===== config.mk =====
export PLATFORM = sky130hd
export DESIGN_NAME = cam_cfg_tlp_ctrl
export DESIGN_NICKNAME = d
export VERILOG_FILES = /design/src/rtl/cam_cfg_tlp_ctrl.sv
export SDC_FILE = /design/constraint.sdc
export NUM_CORES = 1
export LEC_CHECK = 0
export BUFFER_PORTS_ARGS = -buffer_cell sky130_fd_sc_hd__buf_2
export CAP_MARGIN = 0
export CORE_ASPECT_RATIO = 0.9
export CORE_MARGIN = 2
export CORE_UTILIZATION = 45
export DETAILED_ROUTE_END_ITERATION = 12
export PLACE_DENSITY = 0.74
export SLEW_MARGIN = 20
export SYNTH_ARGS = -nofsm -noshare
export SYNTH_HDL_FRONTEND = slang
export SYNTH_SLANG_ARGS = --single-unit

===== constraint.sdc =====
create_clock -name pclk -period 4 [get_ports pclk]
set_input_delay 0.8 -clock pclk [delete_from_list [all_inputs] [get_ports pclk]]
set_output_delay 0.8 -clock pclk [all_outputs]
set_load 0.05 [all_outputs]

===== src/rtl/cam_cfg_tlp_ctrl.sv =====
`default_nettype none
// ============================================================================
// Module   : cam_cfg_tlp_ctrl
// Purpose  : Parses CfgRd0/CfgWr0 TLPs, performs one CAM register access per
//            request and returns the matching Cpl/CplD completion.
// Revision : 1.0 - initial release
// ============================================================================
module cam_cfg_tlp_ctrl #(
    parameter logic [15:0] COMPLETER_ID = 16'h0100,
    parameter int          ACK_TIMEOUT  = 64,
    parameter int          REG_AW       = 10
) (
    input  logic              pclk,
    input  logic              preset,
    input  logic [31:0]       cfg_tlp,
    input  logic              TLP_first,
    input  logic              cfg_tlp_valid,
    output logic              cfg_tlp_ready,
    output logic              reg_req,
    output logic              reg_we,
    output logic [REG_AW-1:0] reg_addr,
    output logic [31:0]       reg_wdata,
    input  logic              reg_ack,
    input  logic [31:0]       reg_rdata,
    output logic [31:0]       cmpl_tlp,
    output logic              cmpl_first,
    output logic              cmpl_valid,
    input  logic              cmpl_ready
);
    localparam int TMO_W = $clog2(ACK_TIMEOUT + 1);

    localparam logic [2:0] S_IDLE = 3'd0;
    localparam logic [2:0] S_HDR1 = 3'd1;
    localparam logic [2:0] S_HDR2 = 3'd2;
    localparam logic [2:0] S_DATA = 3'd3;
    localparam logic [2:0] S_ACC  = 3'd4;
    localparam logic [2:0] S_CMPL = 3'd5;

    localparam logic [2:0] FMT_NODATA = 3'b000;
    localparam logic [2:0] FMT_DATA   = 3'b010;
    localparam logic [4:0] TYPE_CFG0  = 5'b00100;
    localparam logic [4:0] TYPE_CPL   = 5'b01010;
    localparam logic [2:0] ST_SC      = 3'b000;
    localparam logic [2:0] ST_UR      = 3'b001;
    localparam logic [2:0] ST_CA      = 3'b100;

    logic [2:0]        state_q,  state_d;
    logic [2:0]        fmt_q,    fmt_d;
    logic              bad_q,    bad_d;
    logic [15:0]       reqid_q,  reqid_d;
    logic [7:0]        tag_q,    tag_d;
    logic [REG_AW-1:0] addr_q,   addr_d;
    logic [31:0]       wdata_q,  wdata_d;
    logic [31:0]       rdata_q,  rdata_d;
    logic [2:0]        status_q, status_d;
    logic [1:0]        beat_q,   beat_d;
    logic [TMO_W-1:0]  tmo_q,    tmo_d;

    logic w_in_ready;
    logic w_dw0_bad;
    logic w_dw1_bad;
    logic w_is_cpld;

    assign w_in_ready = (state_q != S_ACC) && (state_q != S_CMPL);
    assign w_dw0_bad  = (cfg_tlp[4:0] != TYPE_CFG0)
                     || ((cfg_tlp[7:5] != FMT_NODATA) && (cfg_tlp[7:5] != FMT_DATA))
                     || (cfg_tlp[11:9] != 3'd0) || (cfg_tlp[19:18] != 2'd0)
                     || (cfg_tlp[31:22] != 10'd1);
    assign w_dw1_bad  = (cfg_tlp[31:28] != 4'hF) || (cfg_tlp[27:24] != 4'h0);
    // Only a read that actually completed returns data; CA/UR reads go out as Cpl.
    assign w_is_cpld  = (fmt_q == FMT_NODATA) && (status_q == ST_SC);

    always_ff @(posedge pclk or posedge preset) begin
        if (preset) begin
            state_q  <= S_IDLE;
            fmt_q    <= '0;
            bad_q    <= 1'b0;
            reqid_q  <= '0;
            tag_q    <= '0;
            addr_q   <= '0;
            wdata_q  <= '0;
            rdata_q  <= '0;
            status_q <= '0;
            beat_q   <= '0;
            tmo_q    <= '0;
        end else begin
            state_q  <= state_d;
            fmt_q    <= fmt_d;
            bad_q    <= bad_d;
            reqid_q  <= reqid_d;
            tag_q    <= tag_d;
            addr_q   <= addr_d;
            wdata_q  <= wdata_d;
            rdata_q  <= rdata_d;
            status_q <= status_d;
            beat_q   <= beat_d;
            tmo_q    <= tmo_d;
        end
    end

    always_comb begin
        state_d  = state_q;
        fmt_d    = fmt_q;
        bad_d    = bad_q;
        reqid_d  = reqid_q;
        tag_d    = tag_q;
        addr_d   = addr_q;
        wdata_d  = wdata_q;
        rdata_d  = rdata_q;
        status_d = status_q;
        beat_d   = beat_q;
        tmo_d    = '0;
        case (state_q)
            S_IDLE, S_HDR1, S_HDR2, S_DATA: begin
                // A TLP_first beat always restarts parsing, discarding any partial TLP.
                if (cfg_tlp_valid) begin
                    if (TLP_first) begin
                        fmt_d   = cfg_tlp[7:5];
                        bad_d   = w_dw0_bad;
                        state_d = S_HDR1;
                    end else if (state_q == S_HDR1) begin
                        reqid_d = cfg_tlp[15:0];
                        tag_d   = cfg_tlp[23:16];
                        bad_d   = bad_q | w_dw1_bad;
                        state_d = S_HDR2;
                    end else if (state_q == S_HDR2) begin
                        addr_d = cfg_tlp[REG_AW+1:2];
                        if (fmt_q == FMT_DATA) begin
                            state_d = S_DATA;
                        end else if (bad_q) begin
                            status_d = ST_UR;
                            state_d  = S_CMPL;
                        end else begin
                            state_d = S_ACC;
                        end
                    end else if (state_q == S_DATA) begin
                        wdata_d = cfg_tlp;
                        if (bad_q) begin
                            status_d = ST_UR;
                            state_d  = S_CMPL;
                        end else begin
                            state_d = S_ACC;
                        end
                    end
                end
            end
            S_ACC: begin
                if (reg_ack) begin
                    rdata_d  = reg_rdata;
                    status_d = ST_SC;
                    state_d  = S_CMPL;
                end else if (tmo_q == TMO_W'(ACK_TIMEOUT - 1)) begin
                    status_d = ST_CA;
                    state_d  = S_CMPL;
                end else begin
                    tmo_d = tmo_q + TMO_W'(1);
                end
            end
            S_CMPL: begin
                if (cmpl_ready) begin
                    if (beat_q == (w_is_cpld ? 2'd3 : 2'd2)) begin
                        beat_d  = 2'd0;
                        state_d = S_IDLE;
                    end else begin
                        beat_d = beat_q + 2'd1;
                    end
                end
            end
            default: state_d = S_IDLE;
        endcase
    end

    always_comb begin
        cfg_tlp_ready = w_in_ready;
        reg_req       = (state_q == S_ACC);
        reg_we        = (state_q == S_ACC) && (fmt_q == FMT_DATA);
        reg_addr      = addr_q;
        reg_wdata     = wdata_q;
        cmpl_valid    = (state_q == S_CMPL);
        cmpl_first    = (state_q == S_CMPL) && (beat_q == 2'd0);
        cmpl_tlp      = '0;
        if (state_q == S_CMPL) begin
            case (beat_q)
                2'd0:    cmpl_tlp = {(w_is_cpld ? 10'd1 : 10'd0), 14'd0,
                                     (w_is_cpld ? FMT_DATA : FMT_NODATA), TYPE_CPL};
                2'd1:    cmpl_tlp = {12'd4, status_q, 1'b0, COMPLETER_ID};
                2'd2:    cmpl_tlp = {1'b0, 7'd0, tag_q, reqid_q};
                default: cmpl_tlp = rdata_q;
            endcase
        end
    end
endmodule
`default_nettype wire


# Word level (Yosys, flattened, before mapping)

Cells that the tools add are included.

Register bits after elaboration: 117
Output and inout port bits: 79

Add/subtract/negate cells: 2
Equal/unequal tests: 25
Muxes and demuxes: 33
Bitwise logic cells: 4
Reduce and logical (&&, ||, !) cells: 30

Operator list:

| operator                                                | count |
|---|---|
| one-hot mux 32 bit (3 select lines)                     | 1 |
| 2-to-1 mux 3 bit                                        | 19 |
| 2-to-1 mux 32 bit                                       | 1 |
| 2-to-1 mux 7 bit                                        | 3 |
| inequality test 3 bit (second input constant)           | 4 |
| inequality test 10 x 1 -> 1 bit (second input constant) | 1 |
| AND reduction 5 bit                                     | 2 |
| equality test 3 x 2 -> 1 bit (second input constant)    | 3 |
| zero test 3 bit                                         | 3 |
| one-hot mux 3 bit (3 select lines)                      | 1 |
| adder 7 x 1 -> 7 bit (second input constant)            | 1 |
| equality test 7 x 6 -> 1 bit (second input constant)    | 1 |
| AND reduction 7 bit                                     | 1 |
| equality test 3 bit (second input constant)             | 2 |
| inequality test 2 bit (second input constant)           | 3 |
| one-hot mux 3 bit (2 select lines)                      | 1 |
| AND reduction 3 bit                                     | 2 |
| AND reduction 6 bit                                     | 1 |
| nonzero test 2 bit                                      | 3 |
| nonzero test 3 bit                                      | 2 |
| logical AND 1 bit                                       | 5 |
| logical OR 1 bit                                        | 5 |
| 2-to-1 mux 1 bit                                        | 5 |
| inequality test 5 x 3 -> 1 bit (second input constant)  | 1 |
| 18 further kinds                                        | 23 |

# Depth between registers and ports, before layout

Depth after elaboration: 7
Depth in mapped cells: 7

# Worst setup path before layout

OpenSTA, ideal clock, no wires.

Kind: register to output
Start: reg state_q[1]
End: out cmpl_tlp[22]
Arrival time: 2.383 ns
Required time: 3.200 ns
Setup slack: 0.817 ns
Stages on the path, launching flop included: 7
Path through: dfrtp_1 -> clkbuf_2 -> nand3b_1 -> inv_1 -> clkbuf_1 -> o21ai_0 -> nor2_1

Cells in the longest elaborated chain, start to end: 2

Ends and longest elaborated chain:

| what                   | line | source |
|---|---|---|
| start, declared        | 47   | `logic [2:0] state_q, state_d;` |
| start signal, assigned | 87   | `state_q <= state_d;` |
| equality test 3 bit    | -    |  |
| net cmpl_valid         | 27   | `output logic cmpl_valid,` |
| 2-to-1 mux 32 bit      | 182  | `if (state_q == S_CMPL) begin` |
| end, declared          | 25   | `output logic [31:0] cmpl_tlp,` |

The timed path passes the listed nets, and every way through them passes these cells.

# Worst setup path in the final report

Start: reg state_q[2]
End: out cmpl_tlp[7]

Cells in the longest elaborated chain, start to end: 2

Ends and longest elaborated chain:

| what                | line |
|---|---|
| equality test 3 bit | 182 |
| 2-to-1 mux 32 bit   | 182 |

No other way between the ends.

==> results.sh <==
export IMPL_run_status="finished, final reports clean"
export IMPL_antenna_diode_count=0
export IMPL_syn_cell_area_um2=5090
export IMPL_critical_path_class="flop to primary output"
export IMPL_post_cts_buffers=0
export IMPL_synthCells=383
export IMPL_cts_buffers=17
export IMPL_antenna_found_initial=0
export IMPL_drtIter0Drc=150
export IMPL_place_gp_congestion=0.806
export IMPL_reg2reg_depth=4
export IMPL_min_from="tmo_q[0]$_DFF_PP0_"
export IMPL_layout_min_cycle_time_ns=3.80
export IMPL_rsz0062_at_grt="no"
export IMPL_worst_endpoint_arrival_ns=3.00
export IMPL_syn2layout_area_growth_pct=29.7
export IMPL_setup_viol=0
export IMPL_hp_class="flop to flop"
export IMPL_dr_total_vias=3791
export IMPL_cts_tree="built"
export IMPL_rr_endpoint="tag_q[4]$_DFFE_PP0P_"
export IMPL_whs_path_depth=1
export IMPL_ctsHoldBuffers=0
export IMPL_nNetsFinal=610
export IMPL_cts_root_buf="clkbuf_16"
export IMPL_crit_path_end_kind="primary output"
export IMPL_p_per_area_nw_per_um2=892
export IMPL_die_h_um=105
export IMPL_synth_ff_type="dfrtp_1"
export IMPL_fillerInstances=878
export IMPL_rows=36
export IMPL_power_clock_fraction_pct=26.5
export IMPL_clk_latency_ns=0.41
export IMPL_final_antenna_net_count=0
export IMPL_p_leak_uw=0.00322
export IMPL_period_share_pct=95.0
export IMPL_synth_seq_cells=116
export IMPL_async_flop_share_pct=100
export IMPL_p_comb_share_pct=38.0
export IMPL_cts_buffer_depth=2
export IMPL_overflow=0
export IMPL_viasPerCell=5.42
export IMPL_syn_area_per_cell_um2=13.3
export IMPL_synth_edf_count=0
export IMPL_vdd_ir_drop_max_v=0.000467
export IMPL_synth_cell_types=48
export IMPL_r2r_start="state_q[2]$_DFFE_PP0P_"
export IMPL_drv_cap=0
export IMPL_intPower_uw=3530
export IMPL_grt_pass1_wl_mm=20.2
export IMPL_track_usage_pct=21.6
export IMPL_syn_nets=458
export IMPL_hold_ws_ns=0.460
export IMPL_grt_pass1_vias=3895
export IMPL_cp_data_required_time_ns=3.20
export IMPL_start_util_pct=46.5
export IMPL_design_area_um2=6600
export IMPL_ioPinCount=149
export IMPL_finalPower_uw=5890
export IMPL_worst_slew_pin_slew_ns=0.960
export IMPL_cts_num_sinks=116
export IMPL_tns_ns=0
export IMPL_htree_levels=4
export IMPL_min_to="tmo_q[0]$_DFF_PP0_"
export IMPL_dieArea_um2=12200
export IMPL_crit_path_start_kind="flop"
export IMPL_numPortBuffers=148
export IMPL_clkSlewWorstSetupHoldPaths_ns=0.05
export IMPL_drive_gt1_share_pct=52.7
export IMPL_slew_violations=0
export IMPL_route_detailed_drc=0
export IMPL_post_route_util_pct=60.3
export IMPL_r2r_slack_ns=1.95
export IMPL_fin_skew_ns=0.00886
export IMPL_p_sw_share_pct=40.1
export IMPL_power_frac_seq_pct=35.5
export IMPL_wl_per_cell_um=17.8
export IMPL_ys_seq_area_share_pct=57.0
export IMPL_slew_headroom_pct=35.6
export IMPL_coreArea_um2=10900
export IMPL_firstDrtPassIters=4
export IMPL_cp_max_fo=17
export IMPL_die_x_um=116
export IMPL_clock_fmax_ghz=0.263
export IMPL_yosysWarnings=0
export IMPL_ff_latch_area_um2=2900
export IMPL_dp_hpwl_mm=8.73
export IMPL_cts_resized=0
export IMPL_drt_total_wl_mm=12.4
export IMPL_grt_max_degree=87
export IMPL_final_hold_viol_count=0
export IMPL_multi_input_area_um2=2080
export IMPL_switchingPower_uw=2360
export IMPL_placed_cell_area_um2=5980
-- logic make-up after synthesis --
logic type / count (synthesis) / synth area share [%]
multiplexers: 101 / 22.3
adder cells (fa/ha/maj): 5 / 1.23
flip-flops: 116 / 57.0
buffers and inverters: 27 / 2.41
AND/OR/NAND/NOR: 74 / 8.23
XOR/XNOR: 3 / 0.516
AO/OA/AOI/OAI: 57 / 8.24
-- state kept, by name, indices dropped and copies added, names as in the netlist --
register	flops
reqid_q	16
beat_q	2
tmo_q	7
reg_addr	10
state_q	3
reg_wdata	32
tag_q	8
status_q	2
fmt_q	3
bad_q	1
rdata_q	32
-- layout by cell type (no fill, tap or decap), types with 3 or more instances in the layout --
master and count:
a22o_1 17, nor4_1 3, or3_1 4, nor4b_1 3, nand3_1 5, nand2_1 6, buf_2 148, a21oi_1 10
bufinv_16 3, a21o_1 3, dfrtp_1 116, ha_1 5, nand3b_1 3, buf_4 5, clkinv_4 3, o21ai_0 9
clkbuf_8 3, and3_1 10, clkbuf_16 17, mux2_2 99, nor2_1 23, inv_1 6, a221o_1 3, nand2b_1 3
-- per-stage QoR --
| stage | instances | worst slack [ns] |
|---|---|---|
| 3_3_place_gp | 668 | 0.786 |
| 6_report | 700 | 0.200 |
| 4_1_cts | 700 | 0.235 |
| 2_1_floorplan | 383 | 0.128 |
| 3_5_place_dp | 668 | 0.678 |
| 5_1_grt | 700 | 0.00766 |
-- power by group through the flow --
stage | logic, µW | registers [µW] | clock network, µW
floorplan | 1060 | 2690 | 0
global placement | 2190 | 2070 | 0
detailed placement | 2240 | 2090 | 0
CTS | 2250 | 2090 | 1580
global route | 2370 | 2160 | 1650
finish | 2240 | 2090 | 1560
-- worst max-delay path, cell delays in order (launching register included) --
cell and delay [ns]:
dfrtp_1 0.66, nand3b_1 0.35, inv_1 0.41, and3_1 0.66
a22o_1 0.24, buf_2 0.27
-- cell usage after synthesis (2+ instances only) --
library cell,count,area [µm²]
clkbuf_1,7,26.3
mux2_1,2,22.5
nor3_1,2,10.0
dfrtp_1,116,2900
a21o_1,3,22.5
nor2b_1,2,12.5
a31oi_1,2,12.5
buf_4,2,15.0
nor4b_1,3,26.3
nand2_1,6,22.5
and3_1,11,68.8
buf_2,10,50.1
a221o_1,3,30.0
xor2_1,2,17.5
nor4_1,3,18.8
inv_1,7,26.3
nor2_1,23,86.3
nand3_1,5,25.0
nand2b_1,3,18.8
a22o_1,17,149
nand3b_1,3,22.5
and2_1,2,12.5
nor3b_2,2,25.0
a21oi_1,10,50.1
or3_1,4,25.0
mux2_2,99,1110
o21ai_0,9,45.0
ha_1,5,62.6
-- layout make-up --
type                       count  area share [%]
clock buffer                  21            7.13
clock inverter                11            2.27
inverter                       7           0.474
multi-input combinational    240            31.5
sequential                   116            44.0
tap                          152            2.88
timing repair buffer         153            11.8
-- worst max path at each step --
stage	startpoint	end	slack [ns]	cells after the start
2_1_floorplan	preset	bad_q$_DFFE_PP0P_	0.13	1
3_3_place_gp	state_q[2]$_DFFE_PP0P_	cmpl_tlp[9]	0.79	5
3_5_place_dp	state_q[2]$_DFFE_PP0P_	cmpl_tlp[15]	0.68	5
4_1_cts	state_q[2]$_DFFE_PP0P_	cmpl_tlp[9]	0.24	5
5_1_grt	state_q[2]$_DFFE_PP0P_	cmpl_tlp[7]	0.008	5
6_report	state_q[2]$_DFFE_PP0P_	cmpl_tlp[7]	0.20	5
-- routing by layer --
layer | wire (µm) | part of all wire (%) | track usage [%] | vias up
met4 | 255 | 2.0 | 8.76 | 0
met1 | 5190 | 42 | 26.8 | 1906
met5 | 0 | 0 | 0 | -
met2 | 6140 | 49 | 34.6 | 136
li1 | - | - | - | 1726
met3 | 864 | 6.9 | 7.08 | 23
Note: power is estimated with default switching activity, not from simulation.
